--- config.mk ---
export PLATFORM = sky130hd
export DESIGN_NAME = cc_request_encoder
export DESIGN_NICKNAME = d
export VERILOG_FILES = /design/src/rtl/cc_request_encoder_pkg.sv /design/src/rtl/cc_priority_encoder.sv /design/src/rtl/cc_request_encoder.sv
export SDC_FILE = /design/constraint.sdc
export NUM_CORES = 1
export LEC_CHECK = 0
export ABC_AREA = 1
export CORE_MARGIN = 10
export CORE_UTILIZATION = 42
export DETAILED_ROUTE_END_ITERATION = 10
export GPL_ROUTABILITY_DRIVEN = 0
export PLACE_DENSITY = 0.85
export SLEW_MARGIN = 20
export SYNTH_ARGS = -nofsm -noshare
export SYNTH_HDL_FRONTEND = slang
export SYNTH_SLANG_ARGS = --single-unit
--- constraint.sdc ---
create_clock -name clk -period 1.7 [get_ports clk]
set_clock_uncertainty 0.1 [all_clocks]
set_input_delay 0.17 -clock clk [delete_from_list [all_inputs] [get_ports clk]]
set_output_delay 0.17 -clock clk [all_outputs]
set_load 0.05 [all_outputs]
--- src/rtl/cc_request_encoder_pkg.sv ---
// Shared constants and types for the request encoder slice.
// Selection-mode constants feed the ROUND_ROBIN parameter of cc_request_encoder.
package cc_request_encoder_pkg;

  localparam int CC_ENC_FIXED       = 0;
  localparam int CC_ENC_ROUND_ROBIN = 1;

  typedef enum logic {
    ST_IDLE    = 1'b0,
    ST_PRESENT = 1'b1
  } cc_enc_state_e;

endpackage

--- src/rtl/cc_priority_encoder.sv ---
// Combinational wrap-around priority encoder.
// Reports the first set bit at or after start, wrapping to bit 0.
module cc_priority_encoder #(
  parameter int IDX_WIDTH = 3,
  parameter int REQ_WIDTH = 1 << IDX_WIDTH
) (
  input  logic [REQ_WIDTH-1:0] vector,
  input  logic [IDX_WIDTH-1:0] start,
  output logic                 found,
  output logic [IDX_WIDTH-1:0] index
);

  logic                 found_hi;
  logic [IDX_WIDTH-1:0] index_hi;
  logic                 found_lo;
  logic [IDX_WIDTH-1:0] index_lo;

  // Upper pass covers [start, REQ_WIDTH); lower pass is the wrapped remainder.
  always_comb begin
    found_hi = 1'b0;
    index_hi = '0;
    found_lo = 1'b0;
    index_lo = '0;
    for (int i = 0; i < REQ_WIDTH; i++) begin
      if (!found_hi && vector[i] && (i >= int'(start))) begin
        found_hi = 1'b1;
        index_hi = IDX_WIDTH'(i);
      end
      if (!found_lo && vector[i]) begin
        found_lo = 1'b1;
        index_lo = IDX_WIDTH'(i);
      end
    end
  end

  assign found = found_hi | found_lo;
  assign index = found_hi ? index_hi : index_lo;

endmodule

--- src/rtl/cc_request_encoder.sv ---
// Registered 2^N-to-N request encoder with valid/ack handshake.
// Event pulses collect in a pending set; one eligible source is presented at a time.
module cc_request_encoder
  import cc_request_encoder_pkg::*;
#(
  parameter int IDX_WIDTH   = 3,
  parameter int REQ_WIDTH   = 1 << IDX_WIDTH,
  parameter int ROUND_ROBIN = CC_ENC_FIXED
) (
  input  logic                 clk,
  input  logic                 reset,
  input  logic [REQ_WIDTH-1:0] req,
  input  logic [REQ_WIDTH-1:0] mask,
  input  logic                 ack,
  output logic                 valid,
  output logic [IDX_WIDTH-1:0] index,
  output logic [REQ_WIDTH-1:0] pending
);

  localparam bit RR_MODE = (ROUND_ROBIN == CC_ENC_ROUND_ROBIN);

  cc_enc_state_e        state;
  logic [IDX_WIDTH-1:0] rr_ptr;
  logic                 take;
  logic [IDX_WIDTH-1:0] idx_inc;
  logic [REQ_WIDTH-1:0] clr;
  logic [REQ_WIDTH-1:0] pending_nxt;
  logic [REQ_WIDTH-1:0] elig;
  logic [IDX_WIDTH-1:0] scan_start;
  logic                 sel_found;
  logic [IDX_WIDTH-1:0] sel_index;

  assign take    = valid & ack;
  assign idx_inc = (int'(index) == REQ_WIDTH - 1) ? '0 : index + IDX_WIDTH'(1);

  always_comb begin
    clr = '0;
    for (int i = 0; i < REQ_WIDTH; i++) begin
      if (take && (index == IDX_WIDTH'(i))) clr[i] = 1'b1;
    end
  end

  // A re-request in the ack cycle beats the clear, so the bit stays pending.
  assign pending_nxt = (pending & ~clr) | req;
  assign elig        = pending_nxt & ~mask;

  // Back-to-back grants scan from the pointer that this very ack produces.
  assign scan_start = RR_MODE ? (take ? idx_inc : rr_ptr) : '0;

  cc_priority_encoder #(
    .IDX_WIDTH (IDX_WIDTH),
    .REQ_WIDTH (REQ_WIDTH)
  ) u_prio (
    .vector (elig),
    .start  (scan_start),
    .found  (sel_found),
    .index  (sel_index)
  );

  always_ff @(posedge clk or posedge reset) begin
    if (reset) begin
      state   <= ST_IDLE;
      index   <= '0;
      rr_ptr  <= '0;
      pending <= '0;
    end else begin
      pending <= pending_nxt;
      if (take) rr_ptr <= idx_inc;
      case (state)
        ST_IDLE: begin
          if (sel_found) begin
            state <= ST_PRESENT;
            index <= sel_index;
          end
        end
        ST_PRESENT: begin
          if (ack) begin
            if (sel_found) index <= sel_index;
            else           state <= ST_IDLE;
          end
        end
        default: state <= ST_IDLE;
      endcase
    end
  end

  assign valid = (state == ST_PRESENT);

endmodule

-- Word level (Yosys, flattened, before mapping)
Index checks and enable logic that the tools add are counted.
- input bits: 19
- output and inout port bits: 12
- flip-flop bits (word level): 12
- logic and storage cells: 70
- bitwise logic cells: 7
- reduce and logical (&&, ||, !) cells: 23
- equal/unequal tests: 8
- muxes and demuxes: 29
- operator list (kind ; number):
    $mux W1 ; 19
    $mux W3 ; 6
    $and A8 B8 Y8 ; 2
    $not A8 Y8 ; 2
    $logic_and A1 B1 Y1 ; 15
    $eq A3 B3 Y1 const B ; 4
    $or A8 B8 Y8 ; 1
    $logic_not A1 Y1 ; 7
    $eq A3 B2 Y1 const B ; 2
    $pmux W3 S2 ; 1
    $mux W2 ; 2
    $eq A3 B1 Y1 const B ; 1
    $logic_not A3 Y1 ; 1
    $ne A2 B2 Y1 const B ; 1
    $pmux W1 S2 ; 1
    $and A1 B1 Y1 ; 1
    $not A1 Y1 ; 1

-- Longest topological paths before layout
Gate-level depths: netlist (run 1).
- word-level depth: 32
- gate-level depth with buffers: 14
- depth with buffers taken out: 14

-- Hierarchy
A second synthesis (run 1) with hierarchy kept.
- cells, all modules: 135
- area total of the unflattened synthesis: 833.3 um2
- modules (own cells, without submodules) (module ; seq. area each (um2) ; times used ; area each (um2) ; cells an instance):
    cc_request_encoder ; 300.3 ; 1 ; 560.5 ; 74
    cc_priority_encoder ; 0.0 ; 1 ; 272.8 ; 61

-- Least setup slack after synthesis (run 1)
OpenSTA, ideal clock, no wires.
- path kind: register to register
- from: register state, in the netlist valid
- to: register index[1]
- required time: 1.482 ns
- setup time: 0.118 ns
- clock period less this slack: 1.967 ns
- arrival: 1.749 ns
- cell stages (with the launch flop): 14
- slack: -0.267 ns
- path buffers: 0
- path through: dfrtp_1 nand2_1 nor2_2 nand2_1 nand2_1 nand2_2 nand2_4 nand2_4 nor2_8 nand4_2 nor2_2 nor2_1 nand2_1 nand2_1
- cells in the longest elaborated chain, start to end: 32
- elaborated cells on any way between the ends: 54
- those cells by class: eq/ne (1); mux (25); bitwise (6); reduce/logical (22)
- RTL lines (what ; RTL line ; text):
    start: declaration ; cc_request_encoder.sv:22 ; cc_enc_state_e state;
    start signal: assignment ; cc_request_encoder.sv:62 ; state <= ST_IDLE;
    start signal: assignment ; cc_request_encoder.sv:72 ; state <= ST_PRESENT;
    start signal: assignment ; cc_request_encoder.sv:79 ; else state <= ST_IDLE;
    $and A1 B1 Y1 (*) ; cc_request_encoder.sv:33 ; assign take = valid & ack;
    $logic_and A1 B1 Y1 (*) ; cc_request_encoder.sv:39 ; if (take && (index == IDX_WIDTH'(i))) clr[i] = 1'b1;
    $mux W1 (*) ; cc_request_encoder.sv:39 ;
    $not A8 Y8 (*) ; cc_request_encoder.sv:44 ; assign pending_nxt = (pending & ~clr) | req;
    $and A8 B8 Y8 (*) ; cc_request_encoder.sv:44 ;
    $or A8 B8 Y8 (*) ; cc_request_encoder.sv:44 ;
    named net pending_nxt[0] ; cc_request_encoder.sv:27 ; logic [REQ_WIDTH-1:0] pending_nxt;
    $and A8 B8 Y8 (*) ; cc_request_encoder.sv:45 ; assign elig = pending_nxt & ~mask;
    [17 not listed] ; - ;
    $logic_and A1 B1 Y1 ; cc_priority_encoder.sv:25, cc_priority_encoder.sv:29 ;
    $mux W1 ; cc_priority_encoder.sv:25, cc_priority_encoder.sv:29 ;
    $logic_not A1 Y1 ; cc_priority_encoder.sv:25, cc_priority_encoder.sv:29 ;
    $logic_and A1 B1 Y1 ; cc_priority_encoder.sv:25, cc_priority_encoder.sv:29 ;
    $mux W3 or $mux W1 (tied branches) ; cc_priority_encoder.sv:25, cc_priority_encoder.sv:29 ;
    $mux W3 (*) ; cc_request_encoder.sv:71, cc_request_encoder.sv:78 ;
    $mux W3 ; cc_request_encoder.sv:77 ; if (ack) begin
    $pmux W3 S2 (*) ; cc_request_encoder.sv:69 ; case (state)
    end signal: assignment ; cc_request_encoder.sv:73 ; index <= sel_index;
    end signal: assignment ; cc_request_encoder.sv:78 ; if (sel_found) index <= sel_index;
    end: declaration ; cc_request_encoder.sv:16 ; output logic [IDX_WIDTH-1:0] index,
The timed path passes the listed nets; every way through them passes the cells marked *. The select of a mux whose other input is x is not followed.
A chain may end at the register's enable or synchronous reset.

-- Worst setup path in the final report (run 1)
- from: register index[0]
- to: register index[0]
- elaborated cells on any way between the ends: 60
- those cells by class: eq/ne (7); mux (26); bitwise (4); reduce/logical (23)
- RTL lines (what ; RTL line):
    $eq A3 B3 Y1 (*) ; cc_request_encoder.sv:39
    $logic_and A1 B1 Y1 (*) ; cc_request_encoder.sv:39
    $mux W1 (*) ; cc_request_encoder.sv:39
    $not A8 Y8 (*) ; cc_request_encoder.sv:44
    $and A8 B8 Y8 (*) ; cc_request_encoder.sv:44
    $or A8 B8 Y8 (*) ; cc_request_encoder.sv:44
    named net pending_nxt[5] ; cc_request_encoder.sv:27
    $and A8 B8 Y8 (*) ; cc_request_encoder.sv:45
    [3 not listed] ; -
    $logic_and A1 B1 Y1 ; cc_priority_encoder.sv:25, cc_priority_encoder.sv:29
    $mux W1 ; cc_priority_encoder.sv:25, cc_priority_encoder.sv:29
    $logic_not A1 Y1 ; cc_priority_encoder.sv:25, cc_priority_encoder.sv:29
    $logic_and A1 B1 Y1 ; cc_priority_encoder.sv:25, cc_priority_encoder.sv:29
    $mux W3 or $mux W1 (tied branches) ; cc_priority_encoder.sv:25, cc_priority_encoder.sv:29
    $mux W3 (*) ; cc_request_encoder.sv:71, cc_request_encoder.sv:78
    $mux W3 ; cc_request_encoder.sv:77
    $pmux W3 S2 (*) ; cc_request_encoder.sv:69
Marks and branches as above.

==> run metrics, run 1 <==
status=finished with violations; commonest cells after routing, fill and taps aside=sky130_fd_sc_hd__nand2_1 (30), sky130_fd_sc_hd__buf_4 (25), sky130_fd_sc_hd__inv_1 (21); Finish-stage setup viols=3; most area-hungry cell type in the Yosys netlist=sky130_fd_sc_hd__dfrtp_1; count of flip-flops with a built-in enable after synthesis=0; PnR Total Power=0.8791 mW; switching fraction of total power=34.74%; clock-pin slew on the worst setup and hold paths=70 ps; share of the yosys chip area belonging to registers=39.41%; prevailing post-synth register cell=sky130_fd_sc_hd__dfrtp_1; slack of the critical path=-29.70 ps; number of diodes=0; non-filler instance count after layout=177; net switching power figure=0.3054 mW; CTS tree=built; initial antenna violation count=0; die footprint=3918 µm²; type of the worst setup path=flop to flop; biggest area contributors in the synthesized netlist=sky130_fd_sc_hd__dfrtp_1 (39%), sky130_fd_sc_hd__nand2_1 (16%), sky130_fd_sc_hd__inv_1 (11%), sky130_fd_sc_hd__nand2_4 (7.4%), sky130_fd_sc_hd__nand2_2 (4.1%); gate count after technology mapping=104; Die Ht=62.60 µm; static leakage=0.6635 nW; worst slew margin relative to its limit=71.96%; average cell area after synthesis=7.327 µm²; worst-path cell chain=inv_2 > nor2_2 > buf_4 > nand2_1 > a21o_1 > nand2_2 > inv_1 > nor2_2 > nand3_1 > nand2_1 > nand2_1 > nand2_1; sum of overflow across all layers after global routing=0; number of cells in the design after placement=165; io pins=31; Min-Delay Path Class=primary input to asynchronous set/reset pin; minimum setup slack after placement=-311.5 ps; Max clock buf depth=2; worst voltage drop across the vdd grid=0.3421 mV; most common cell type on the critical path=sky130_fd_sc_hd__nand2_1; data arrival time at the worst-slack endpoint=1840 ps; Slowest cell on crit path=sky130_fd_sc_hd__dfrtp_2; clock buffers created by TritonCTS=3; total via count after detailed routing=785; Clock Latency Late Sink=270 ps; remaining antenna violation count after routing=0; placement row count=15; Yosys reg bits=12; time the worst path needs with I/O delays and setup=1730 ps; Maximum Capacitance Violations=0; Clk network pwr share=25.4%; RSZ-0062 raised after global routing=true; iteration-0 DRC count of the detailed router=23; combined global-route utilization of all metal layers=10.96%; share of total power in combinational logic=37.3%; average wire length per cell after detail routing=12.69 µm; Required @ worst endpoint=1810 ps; highest clock frequency the design can meet=578.1 MHz; crit path capture type=flop; Synth-to-Final Area Change=66.99%; clock sink count=12; post-synthesis instance area=762.0 µm²; global-route wire length before repair=3574 µm; deepest level of the CTS H-tree=1; Initial DRT Pass Iterations=4; internal power=0.5737 mW; largest net degree at the start of global routing=13; transition at the pin with the smallest max-transition slack=420.2 ps; DRC Markers=0; die width=62.60 µm; Final nets=172; number of distinct library cells after synthesis=17; portion of synthesized cell area occupied by the leading cell type=39.41%; count of synthesis-stage warnings from yosys=0; area of the core=1727 µm²; final hold violations=0; longest individual stage delay on the worst path=440 ps; commonest non-fill, non-tap cell in the layout=sky130_fd_sc_hd__nand2_1; Worst setup SP type=flop; Port-buffer cells=30; initial core utilization=44.13%; root cell of the clock tree=sky130_fd_sc_hd__clkbuf_4; final worst-path cycle share=101.7%; fraction of layout cells with a size suffix above 1=42.11%; half-perimeter wire length of the detailed placement result=1744 µm; via-per-instance ratio=4.435; number of max-slew violations in the final report=0; vias in the first global route=790; count of filler cells inserted in the layout=125; maximum fanout along the worst path=7; drt total wl=2247 µm; async set or reset register ratio after synthesis=100.0%; sequential share of power=37.3%; areal power density over the cells=690.9 nW/µm²; synthesized net count=123; cell depth of the worst flop-to-flop path=12; failing checks=negative setup slack
[stage by stage]
step / area [µm²] / hold slack [ps] / setup TNS (ps) / utilization (%)
floorplan: 785.8 / -65.57 / -157.6 / -
global placement: 1132 / 392.1 / -922.8 / 65.58
detailed placement: 1132 / 390.4 / -1079 / 65.58
CTS: 1211 / 99.60 / -8.544 / 70.14
global route: 1272 / 141.7 / -382.9 / 73.70
finish: 1272 / 87.28 / -65.05 / 73.70
[kinds of logic (layout without fill, tap and decap cells)]
family	count (synthesis)	in the layout	share of synthesized area [%]
and+or+nand+nor	61	61	42.20
DFF	12	12	39.41
buffers and inverters	24	72	11.82
AOI/OAI and AO/OA	7	7	6.567
[final timing paths]
| path | startpoint | to | slack (ps) |
|---|---|---|---|
| min in group clk | ack | valid | 240 |
| setup / recovery | index[0] | index[0] | -30 |
| hold reg to reg | pending[7] | pending[7] | 420 |
| max in group asynchronous | reset | index[2] | 1100 |
| hold / removal | reset | pending[2] | 90 |
| setup reg to reg | index[0] | index[0] | -30 |
[sequential cells by signal, indices dropped and copies added (netlist names)]
signal   cells
valid        1
index        3
pending      8
[what timing repair did]
item / in CTS / in global routing
endpoints found under the setup margin: 2 / 4
setup buffers: 4 / 4
cloned: 0 / 0
pin swaps: 0 / 4
gates resized for setup: 6 / 9
hold buffers: 0 / 0
[power by group through the flow]
stage | combinational, mW | sequential, mW | clock (mW)
5_1_grt | 0.352 | 0.331 | 0.236
3_5_place_dp | 0.289 | 0.331 | 0
2_1_floorplan | 0.118 | 0.392 | 0
4_1_cts | 0.313 | 0.327 | 0.227
3_3_place_gp | 0.285 | 0.330 | 0
6_report | 0.328 | 0.328 | 0.223
[synth_stat cells, types with 3 or more instances]
| library cell | number |
|---|---|
| sky130_fd_sc_hd__nand2_1 | 33 |
| sky130_fd_sc_hd__nor2_2 | 3 |
| sky130_fd_sc_hd__inv_1 | 23 |
| sky130_fd_sc_hd__nand2_4 | 5 |
| sky130_fd_sc_hd__dfrtp_1 | 12 |
| sky130_fd_sc_hd__nand3_1 | 6 |
| sky130_fd_sc_hd__nand2_2 | 5 |
| sky130_fd_sc_hd__a21o_1 | 3 |
| sky130_fd_sc_hd__nor2_1 | 6 |
[metal layers]
metal	global-route usage, %	wire, µm
met1	12.68	940
met2	19.10	1198
met3	1.792	80
met4	5.028	27
met5	0	0
[critical path, delay by kind of cell (launching register included)]
family	cells	cell delay (ps)
buffers and inverters	3	250
AOI/OAI and AO/OA	1	200
and+or+nand+nor	8	680
DFF	1	440
[layout make-up]
type	instances	area (µm²)	area share, %
repair buffers	44	381.6	29.99
flip-flops and latches	12	305.3	23.99
inverters	24	90.09	7.080
well taps	25	31.28	2.458
clock buffers	4	36.28	2.852
multi-input cells	68	427.9	33.63
Note: power is estimated with default switching activity, not from simulation.
==> inputs of run 2 (changes only) <==
Settings changed: CORE_UTILIZATION 42 to 45, CTS_BUF_LIST from default to sky130_fd_sc_hd__clkbuf_8, PLACE_DENSITY 0.85 to 0.88, SYNTH_HIERARCHICAL from default to 1.
==> run metrics, run 2 <==
number of diodes=0 (unchanged); highest clock frequency the design can meet=478.8 MHz (-17%); CTS tree=built; share of the yosys chip area belonging to registers=36.04% (-3.4 points); initial core utilization=47.74% (+3.6 points); count of synthesis-stage warnings from yosys=6 (+6); final hold violations=0 (unchanged); number of max-slew violations in the final report=0 (unchanged); Max clock buf depth=2 (unchanged); combined global-route utilization of all metal layers=14.90% (+3.9 points); number of distinct library cells after synthesis=15 (-2); placement row count=15 (unchanged); io pins=31 (unchanged); die width=63.03 µm (+0.69%); crit path capture type=flop; Clock Latency Late Sink=240 ps (-30 ps); clock sink count=12 (unchanged); average wire length per cell after detail routing=14.87 µm (+17%); RSZ-0062 raised after global routing=true; clock-pin slew on the worst setup and hold paths=50 ps (-20 ps); Required @ worst endpoint=1740 ps (-70 ps); launch instance of the worst register-to-register path=index[0]; type of the worst setup path=flop to flop; biggest area contributors in the synthesized netlist=sky130_fd_sc_hd__dfrtp_1 (36%), sky130_fd_sc_hd__nand2_1 (18%), sky130_fd_sc_hd__inv_1 (12%), sky130_fd_sc_hd__a21oi_1 (7.2%), sky130_fd_sc_hd__nand3_1 (6.6%); static leakage=0.7123 nW (+7.3%); vias in the first global route=1078 (+36%); origin of the worst setup path=index[0]; Slowest cell on crit path=sky130_fd_sc_hd__dfrtp_2; remaining antenna violation count after routing=0 (unchanged); failing checks=negative setup slack; worst voltage drop across the vdd grid=0.4275 mV (+25%); worst slew margin relative to its limit=66.10% (-5.9 points); Post-synth top cells=sky130_fd_sc_hd__nand2_1 (41), sky130_fd_sc_hd__inv_1 (27), sky130_fd_sc_hd__nor2_1 (14); largest net degree at the start of global routing=13 (unchanged); slack of the worst reg-to-reg path=-390 ps (-360 ps); number of cells in the design after placement=211 (+28%); root cell of the clock tree=sky130_fd_sc_hd__clkbuf_8; average cell area after synthesis=6.173 µm² (-16%); transition at the pin with the smallest max-transition slack=507.9 ps (+87.77 ps); Final nets=213 (+24%); drt total wl=3227 µm (+44%); Worst setup SP type=flop; count of filler cells inserted in the layout=110 (-12%); placement-stage cell area=1310 µm² (+16%); total via count after detailed routing=1072 (+37%); leading cell type by number of instances after synthesis=sky130_fd_sc_hd__nand2_1; maximum fanout along the worst path=6 (-1); Port-buffer cells=30 (unchanged); PnR Total Power=1.143 mW (+30%); half-perimeter wire length of the detailed placement result=2225 µm (+28%); async set or reset register ratio after synthesis=100.0% (unchanged); global-route wire length before repair=4788 µm (+34%); commonest non-fill, non-tap cell in the layout=sky130_fd_sc_hd__nand2_1; status=finished with violations; deepest level of the CTS H-tree=1 (unchanged); gate count after technology mapping=135 (+30%); post-synthesis instance area=833.3 µm² (+9.4%); initial antenna violation count=0 (unchanged); die footprint=3973 µm² (+1.4%); Finish-stage setup viols=4 (+1); minimum setup slack after placement=-581.1 ps (-269.6 ps); count of flip-flops with a built-in enable after synthesis=0 (unchanged); number of flip-flops in the largest register=8 (unchanged); portion of synthesized cell area occupied by the leading cell type=36.04% (-3.4 points); final instance area=1450 µm² (+14%); cell depth of the worst flop-to-flop path=11 (-1); prevailing post-synth register cell=sky130_fd_sc_hd__dfrtp_1; sum of overflow across all layers after global routing=0 (unchanged); time the worst path needs with I/O delays and setup=2088 ps (+358.8 ps); Setup Total Neg Slack=-1285 ps (-1220 ps); Synth-to-Final Area Change=74.02%; Yosys reg bits=12 (unchanged); data arrival time at the worst-slack endpoint=2120 ps (+280 ps); hold_buf cts=0 (unchanged); most area-hungry cell type in the Yosys netlist=sky130_fd_sc_hd__dfrtp_1; Min-Delay Path Class=primary input to asynchronous set/reset pin; hold_ws=169.1 ps (+81.86 ps); clock buffers created by TritonCTS=3 (unchanged); DRC Markers=0 (unchanged); final worst-path cycle share=122.9% (+21 points); Most flops, register=pending; via-per-instance ratio=4.940 (+11%); endpoint of the worst register-to-register path=index[0]; slack of the critical path=-388.5 ps (-358.8 ps); areal power density over the cells=788.3 nW/µm² (+14%); core occupancy in the finished layout=83.08% (+9.4 points); Maximum Capacitance Violations=0 (unchanged); Die Ht=63.03 µm (+0.69%); Initial DRT Pass Iterations=4 (unchanged); area of the core=1745 µm² (+1.1%); dominant delay contributor by cell family on the critical path=simple AND/OR/NAND/NOR gates; worst-path cell chain=nor2_2 > nand2_2 > nand2_2 > a21oi_2 > nor2_1 > nand3_1 > nor2_2 > nand3_2 > o21ai_4 > nor2_1 > a21oi_1; Bufs and invs on worst path=0 (-3); fraction of layout cells with a size suffix above 1=36.46% (-5.6 points); longest individual stage delay on the worst path=470 ps (+30 ps); non-filler instance count after layout=217 (+23%); commonest cells after routing, fill and taps aside=sky130_fd_sc_hd__nand2_1 (33), sky130_fd_sc_hd__buf_4 (25), sky130_fd_sc_hd__inv_1 (22); iteration-0 DRC count of the detailed router=53 (+130%)
run 2: report_power, final:
part	total [mW]	leakage, nW	internal [mW]	switching (mW)
clock network	0.265	0.0216	0.156	0.108
registers	0.357	0.113	0.317	0.0402
logic	0.522	0.578	0.198	0.324
run 2: logic make-up (layout without fill, tap and decap cells):
kind of cell	Yosys count	after routing	synth area share, %
flops	12	12	36.04
other cells	1	12	0.4500
compound gates	21	21	13.96
buf+inv	27	73	12.16
simple gates	74	74	37.39
run 2: worst max-delay path by stage:
stage,end,slack [ps],depth (start not counted)
CTS,index[1],-250,14
detailed placement,index[1],-580,16
global placement,index[1],-520,15
finish,index[0],-390,11
global route,index[0],-480,11
floorplan,index[1],-210,14
run 2: per-layer routing:
layer | track usage (%) | routed length [µm]
met2 | 27.79 | 1683
met5 | 0 | 0
met3 | 4.122 | 193
met1 | 14.16 | 1271
met4 | 8.380 | 78
run 2: final cells by class:
class | instances | area (µm²) | share of cell area, %
Clock buffer | 3 | 41.29 | 2.847
Multi-Input combinational cell | 107 | 604.3 | 41.67
Tap cell | 25 | 31.28 | 2.157
Timing Repair Buffer | 43 | 366.6 | 25.28
Sequential cell | 12 | 305.3 | 21.05
Inverter | 27 | 101.3 | 6.989
run 2: timing repair:
item,CTS,global route
setup endpoints to repair,4,4
setup buffers,2,1
resized for setup,15,12
pin swaps,18,12
endpoints found under the hold margin,0,0
